<file path="src/rtl/clock_pkg.sv">
// Shared types, BCD limits and small helpers for the chime clock.
package clock_pkg;

    typedef enum logic [1:0] {
        ST_IDLE,
        ST_PHRASE,
        ST_GAP,
        ST_STRIKE
    } chime_state_e;

    localparam logic [7:0] SEC_MAX  = 8'h59;
    localparam logic [7:0] HR12_MAX = 8'h12;
    localparam logic [7:0] HR24_MAX = 8'h23;

    function automatic logic bcd_valid(input logic [7:0] v);
        return (v[7:4] <= 4'd9) && (v[3:0] <= 4'd9);
    endfunction

    function automatic logic [7:0] bcd_inc(input logic [7:0] v);
        if (v[3:0] == 4'd9) begin
            return {v[7:4] + 4'd1, 4'd0};
        end
        return {v[7:4], v[3:0] + 4'd1};
    endfunction

    // Number of Westminster phrases for the minute just reached (0 = no chime).
    function automatic logic [2:0] phrases_for_minute(input logic [7:0] mm);
        case (mm)
            8'h15:   return 3'd1;
            8'h30:   return 3'd2;
            8'h45:   return 3'd3;
            8'h00:   return 3'd4;
            default: return 3'd0;
        endcase
    endfunction

    // Hour strikes in 12-hour terms: 24h values fold mod 12, and 0 strikes twelve.
    function automatic logic [3:0] strikes_for_hour(input logic [7:0] hh, input logic mode24);
        logic [4:0] bin;
        bin = {1'b0, hh[7:4]} * 5'd10 + {1'b0, hh[3:0]};
        if (mode24 && bin >= 5'd12) begin
            bin = bin - 5'd12;
        end
        if (bin == 5'd0) begin
            bin = 5'd12;
        end
        return bin[3:0];
    endfunction

endpackage

</file>
<file path="src/rtl/bcd_mod_counter.sv">
// Two-digit BCD counter 00..MAX with synchronous load and a carry on wrap.
module bcd_mod_counter
    import clock_pkg::*;
#(
    parameter logic [7:0] MAX = SEC_MAX
) (
    input  logic       clk,
    input  logic       reset,
    input  logic       inc,
    input  logic       load,
    input  logic [7:0] load_val,
    output logic [7:0] value,
    output logic       carry
);

    logic [7:0] value_q;
    logic [7:0] value_d;

    always_comb begin
        value_d = value_q;
        if (load) begin
            value_d = load_val;
        end else if (inc) begin
            value_d = (value_q == MAX) ? 8'h00 : bcd_inc(value_q);
        end
    end

    always_ff @(posedge clk or posedge reset) begin
        if (reset) begin
            value_q <= 8'h00;
        end else begin
            value_q <= value_d;
        end
    end

    assign value = value_q;
    assign carry = inc && (value_q == MAX);

endmodule

</file>
<file path="src/rtl/chime_clock.sv">
// BCD time-of-day clock (12/24h) with load validation and a Westminster
// quarter-chime sequencer that follows the hour with strikes.
module chime_clock
    import clock_pkg::*;
#(
    parameter int CLKS_PER_SEC = 1,
    parameter bit MODE_24H     = 1'b0,
    parameter int NOTE_CYCLES  = 4
) (
    input  logic       clk,
    input  logic       reset,
    input  logic       ena,
    input  logic       load,
    input  logic [7:0] load_hh,
    input  logic [7:0] load_mm,
    input  logic [7:0] load_ss,
    input  logic       load_pm,
    output logic [7:0] hh,
    output logic [7:0] mm,
    output logic [7:0] ss,
    output logic       pm,
    output logic       load_err,
    output logic       chime,
    output logic [2:0] chime_phrase,
    output logic       strike,
    output logic       chime_busy
);

    localparam int PW = (CLKS_PER_SEC > 1) ? $clog2(CLKS_PER_SEC) : 1;
    localparam int CW = $clog2(NOTE_CYCLES);
    localparam logic [PW-1:0] PRESC_LAST = PW'(CLKS_PER_SEC - 1);
    localparam logic [CW-1:0] NOTE_LAST  = CW'(NOTE_CYCLES - 1);
    localparam logic [7:0]    HH_RESET   = MODE_24H ? 8'h00 : HR12_MAX;

    logic [PW-1:0] presc_q, presc_d;
    logic [7:0]    hh_q, hh_d;
    logic          pm_q, pm_d;
    logic          load_err_q, load_err_d;
    chime_state_e  state_q, state_d;
    logic [2:0]    phrase_q, phrase_d;
    logic [2:0]    nphr_q, nphr_d;
    logic [3:0]    strikes_q, strikes_d;
    logic [CW-1:0] note_q, note_d;

    logic       fields_ok, hh_ok, load_legal;
    logic       tick, advance;
    logic       ss_carry, mm_carry;
    logic [7:0] mm_after;
    logic [2:0] quarter_n;
    logic [3:0] quarter_s;
    logic       trigger;
    logic       note_last;

    // ---------------- load validation and prescaler ----------------
    always_comb begin
        if (MODE_24H) begin
            hh_ok = (load_hh <= HR24_MAX);
        end else begin
            hh_ok = (load_hh >= 8'h01) && (load_hh <= HR12_MAX);
        end
        fields_ok = bcd_valid(load_hh) && bcd_valid(load_mm) && bcd_valid(load_ss)
                    && (load_mm <= SEC_MAX) && (load_ss <= SEC_MAX) && hh_ok;
        load_legal = load && fields_ok;
        load_err_d = load && !fields_ok;
    end

    assign tick    = ena && (presc_q == PRESC_LAST);
    // Any load, even a rejected one, holds the time for that cycle.
    assign advance = tick && !load;

    always_comb begin
        presc_d = presc_q;
        if (load_legal) begin
            presc_d = '0;
        end else if (ena) begin
            presc_d = tick ? '0 : presc_q + PW'(1);
        end
    end

    // ---------------- seconds / minutes / hours ----------------
    bcd_mod_counter #(.MAX(SEC_MAX)) u_ss (
        .clk      (clk),
        .reset    (reset),
        .inc      (advance),
        .load     (load_legal),
        .load_val (load_ss),
        .value    (ss),
        .carry    (ss_carry)
    );

    bcd_mod_counter #(.MAX(SEC_MAX)) u_mm (
        .clk      (clk),
        .reset    (reset),
        .inc      (ss_carry),
        .load     (load_legal),
        .load_val (load_mm),
        .value    (mm),
        .carry    (mm_carry)
    );

    always_comb begin
        hh_d = hh_q;
        pm_d = pm_q;
        if (load_legal) begin
            hh_d = load_hh;
            pm_d = MODE_24H ? (load_hh >= 8'h12) : load_pm;
        end else if (mm_carry) begin
            if (MODE_24H) begin
                hh_d = (hh_q == HR24_MAX) ? 8'h00 : bcd_inc(hh_q);
                pm_d = (hh_d >= 8'h12);
            end else if (hh_q == HR12_MAX) begin
                hh_d = 8'h01;
            end else begin
                hh_d = bcd_inc(hh_q);
                if (hh_q == 8'h11) begin
                    pm_d = !pm_q;
                end
            end
        end
    end

    // ---------------- quarter detection ----------------
    always_comb begin
        if (mm_carry) begin
            mm_after = 8'h00;
        end else if (ss_carry) begin
            mm_after = bcd_inc(mm);
        end else begin
            mm_after = mm;
        end
        quarter_n = phrases_for_minute(mm_after);
        quarter_s = (mm_after == 8'h00) ? strikes_for_hour(hh_d, MODE_24H) : 4'd0;
        trigger   = ss_carry && (quarter_n != 3'd0);
    end

    // ---------------- chime sequencer ----------------
    assign note_last = (note_q == NOTE_LAST);

    always_comb begin
        state_d      = state_q;
        phrase_d     = phrase_q;
        nphr_d       = nphr_q;
        strikes_d    = strikes_q;
        note_d       = note_q;
        chime        = 1'b0;
        chime_phrase = 3'd0;
        strike       = 1'b0;
        chime_busy   = (state_q != ST_IDLE);

        case (state_q)
            ST_IDLE: begin
                if (trigger) begin
                    state_d   = ST_PHRASE;
                    phrase_d  = 3'd1;
                    nphr_d    = quarter_n;
                    strikes_d = quarter_s;
                    note_d    = '0;
                end
            end
            ST_PHRASE: begin
                chime        = 1'b1;
                chime_phrase = phrase_q;
                note_d       = note_q + CW'(1);
                if (note_last) begin
                    note_d = '0;
                    if (phrase_q < nphr_q) begin
                        state_d = ST_GAP;
                    end else if (strikes_q != 4'd0) begin
                        state_d = ST_STRIKE;
                    end else begin
                        state_d = ST_IDLE;
                    end
                end
            end
            ST_GAP: begin
                note_d = note_q + CW'(1);
                if (note_last) begin
                    note_d   = '0;
                    phrase_d = phrase_q + 3'd1;
                    state_d  = ST_PHRASE;
                end
            end
            ST_STRIKE: begin
                strike = (note_q == '0);
                note_d = note_q + CW'(1);
                if (note_last) begin
                    note_d    = '0;
                    strikes_d = strikes_q - 4'd1;
                    if (strikes_q == 4'd1) begin
                        state_d = ST_IDLE;
                    end
                end
            end
            default: begin
                state_d = ST_IDLE;
            end
        endcase

        // A successful time set silences whatever is sounding.
        if (load_legal) begin
            state_d = ST_IDLE;
            note_d  = '0;
        end
    end

    always_ff @(posedge clk or posedge reset) begin
        if (reset) begin
            presc_q    <= '0;
            hh_q       <= HH_RESET;
            pm_q       <= 1'b0;
            load_err_q <= 1'b0;
            state_q    <= ST_IDLE;
            phrase_q   <= 3'd0;
            nphr_q     <= 3'd0;
            strikes_q  <= 4'd0;
            note_q     <= '0;
        end else begin
            presc_q    <= presc_d;
            hh_q       <= hh_d;
            pm_q       <= pm_d;
            load_err_q <= load_err_d;
            state_q    <= state_d;
            phrase_q   <= phrase_d;
            nphr_q     <= nphr_d;
            strikes_q  <= strikes_d;
            note_q     <= note_d;
        end
    end

    assign hh       = hh_q;
    assign pm       = pm_q;
    assign load_err = load_err_q;

endmodule
</file>
<file path="config.mk">
export PLATFORM = sky130hd
export DESIGN_NAME = chime_clock
export DESIGN_NICKNAME = d
export VERILOG_FILES = /design/src/rtl/clock_pkg.sv /design/src/rtl/bcd_mod_counter.sv /design/src/rtl/chime_clock.sv
export SDC_FILE = /design/constraint.sdc
export NUM_CORES = 1
export LEC_CHECK = 0
export CAP_MARGIN = 20
export CORE_UTILIZATION = 30
export CTS_CLUSTER_DIAMETER = 120
export CTS_CLUSTER_SIZE = 24
export DETAILED_ROUTE_END_ITERATION = 16
export HOLD_SLACK_MARGIN = 0.1
export PLACE_DENSITY = 0.6
export RECOVER_POWER = 100
export SLEW_MARGIN = 20
export SYNTH_ARGS = -nofsm -noshare
export SYNTH_HDL_FRONTEND = slang
export SYNTH_SLANG_ARGS = --single-unit
</file>
<file path="constraint.sdc">
create_clock -name clk -period 7.93 [get_ports clk]
set_input_delay 0.793 -clock clk [delete_from_list [all_inputs] [get_ports clk]]
set_output_delay 0.793 -clock clk [all_outputs]
set_load 0.03 [all_outputs]
</file>
==> results.tsv <==
metric	value	unit
Setup violations, final	0	
fin nets	475	
CTS Buffer Depth	2	
Fin. Hold Viols	0	
syn nets	418	
WS Path Type	in -> reg	
Core ar.	9910	um^2
CTS Hold Bufs	0	
vias in the first global route	2843	
Power Total	827	uW
main area contributors after synthesis	dfrtp_1 31%, ha_1 8.8%, a21oi_1 5.9%	
Avg WL per Cell	14.5	um
Synth top cells by count	39 x dfrtp_1, 39 x nor2_1, 37 x a21oi_1, 35 x nand2_1, 22 x ha_1	
FF+latch count, synth	41	
startpoint class of the critical path	input pin	
buffer and inverter count on the worst path	1	
Post-CTS Setup Inserts	0	
initial antenna violation count	0	
share of post-route cells with drive strength above 1	5.18	%
RR Startpoint	presc_q$_DFFE_PP0P_	
Layout area overhead	24.1	%
root buffer cell	clkbuf_8	
max cap viols	1	
failing checks	max-capacitance violations, max-slew violations	
drt pass-1 iters	4	
slowest stage delay, CP	0.86	ns
Worst Setup SP	load	
CP max FO	8	
Mean Syn Cell Area	8.50	um^2
Req. time, crit path	8.11	ns
min Tclk post-route	4.95	ns
Worst-Margin Slew	2.23	ns
maximum clock rate	202	MHz
CTS tree	done	
WP data arrival	5.13	ns
clk_skew	0.00968	ns
Initial DRC Count	83	
gpl congestion	0.864	
Synth area leader	dfrtp_1	
Worst slew margin	-48.6	%
CP Depth	13	
combinational share of power	43.9	%
ys flop type	dfrtp_1	
worst min path class	reg -> reg	
Tcrit/Tclk final	62.5	%
yosys warns	0	
Peak VDD IR	0.107	mV
hold path start	nphr_q[2]$_DFFE_PP0P_	
R2R depth	12	
routed vias	2883	
cell mode on critical path	ha_1	
Min-Delay Endpoint	nphr_q[2]$_DFFE_PP0P_	
PortBufs	60	
P_leak	1.67	nW
outcome	finished with violations	
number of synthesized flops with an enable pin	0	
post-synthesis sequential area ratio	33.0	%
Sw Share	42.4	%
H-tree levels	2	
PostCTS Resize Cnt	0	
cell internal pwr	476	uW
largest net degree at the start of global routing	42	
die height	104	um
critical path endpoint category	register	
asr flop ratio synth	100	%
antenna viol nets, final	0	
first-pass GRT wire length	13.8	mm
power density cells	214	nW/um^2
max-slew violation count	42	
slowest CP cell	nor3_1	
vias per cell	5.17	
worst hold path cell count	2	
synthesized area	3120	um^2
Final TNS setup	0	ns
ant diodes	0	
Tot GR Track Use	15.6	%
Netlist cell types	66	
Clk pwr share	16.7	%
Critical Path, Cell by Cell	dlygate4sd3_1, or3b_1, nor3_1, nand2_4, or4_1, a21oi_1, ha_1, ha_1, nand3_1, o221ai_1, xnor2_2, a211oi_1, nor3_2	
R2R Path End	strikes_q[3]$_DFFE_PP0P_	
clk_lat worst skew	0.30	ns
sw power	351	uW
CTS clock-pin slew for the worst setup and hold paths	0.08	ns
RSZ-0062 raised after global routing	false	
die width	104	um
die area	10800	um^2
Starting Density	31.5	%
cell row count	36	
register share of total power	39.4	%
dpl hpwl	6.13	mm
cts bufs inserted	5	
detailed-route DRC error count	0	
gr ovfl total	0	
post-synth top area share	31.3	%
# IOs	61	
drt total wl	8.11	mm
Mapped Cells	367	
R2R Setup Slk	3.68	ns
Crit path max-delay family	simple AND/OR/NAND/NOR gates	
clock sink total	41	
metal layers:
metal | routed length (um) | vias to the layer above | track usage (%) | share of wire [%]
li1 | - | 1448 | - | -
met1 | 3870 | 1366 | 20.1 | 48
met2 | 3770 | 58 | 26.4 | 46
met3 | 303 | 11 | 2.32 | 3.7
met4 | 168 | 0 | 6.02 | 2.1
met5 | 0 | - | 0 | 0
flip-flops by register name (all words and copies together) (netlist names):
register and flops:
load_err 1, note_q 2, pm 1, presc_q 1, phrase_q 3, state_q 2
u_mm.value 8, strikes_q 4, nphr_q 3, hh 8, u_ss.value 8
layout make-up:
type                       count  area (um^2)
clock buffer                   8         80.1
fill                        1045         6040
inverter                      19         71.3
multi-input combinational    294         1910
sequential                    41         1030
tap                          133          166
timing repair buffer          63          612
per-stage QoR:
stage	hold slack, ns	cell area (um^2)	setup WS [ns]	util (%)	instances
finish	0.487	3870	2.98	39.1	558
global route	0.538	3870	2.74	39.1	558
CTS	0.491	3940	3.63	39.7	558
detailed placement	0.465	3850	3.32	38.9	550
global placement	0.469	3850	3.46	38.9	550
floorplan	0.447	3120	4.24	-	367
kinds of logic after synthesis:
logic type	after synthesis	synth area share, %
and+or+nand+nor	155	27.7
muxes	6	2.08
AOI/OAI and AO/OA	100	21.0
adders and majority gates	22	8.82
xor gates and xnor gates	11	3.33
DFF	41	33.0
buffers and inverters	32	4.05
worst max path at each step:
stage	end	slack, ns
finish	strikes_q[3]$_DFFE_PP0P_	2.98
detailed placement	strikes_q[3]$_DFFE_PP0P_	3.32
CTS	strikes_q[3]$_DFFE_PP0P_	3.63
floorplan	strikes_q[3]$_DFFE_PP0P_	4.24
global route	strikes_q[3]$_DFFE_PP0P_	2.74
global placement	strikes_q[3]$_DFFE_PP0P_	3.46
worst min-delay path: stages (launching register included):
cell and delay, ns:
dfrtp_1 0.35, nand2_1 0.05, nand2_1 0.05
power groups by stage:
stage / Sequential, mW / Clock [mW] / Combinational, mW
CTS: 0.326 / 0.145 / 0.382
floorplan: 0.341 / 0 / 0.234
detailed placement: 0.330 / 0 / 0.379
global route: 0.338 / 0.150 / 0.407
finish: 0.326 / 0.138 / 0.363
global placement: 0.328 / 0 / 0.376
placed cells by master (no fill, tap or decap), types with 3 or more instances in the layout:
cell,instances
clkbuf_8,5
nor2_1,39
nor3_1,11
ha_1,22
dfrtp_1,39
nand2_1,35
mux2_2,4
and2_1,5
nand3b_1,5
a21oi_1,38
a31oi_1,9
a211oi_1,4
nor2b_1,5
a22oi_1,4
nor3b_1,4
nand4_1,4
dlygate4sd3_1,36
inv_1,18
and3b_1,3
o211ai_1,3
clkbuf_1,6
nand3_1,11
nor4_1,4
a21o_1,3
clkdlybuf4s50_1,24
nand2b_1,7
and3_1,3
xor2_1,3
xnor2_1,7
o21ai_0,19
Power figures use the tool's default switching activity.
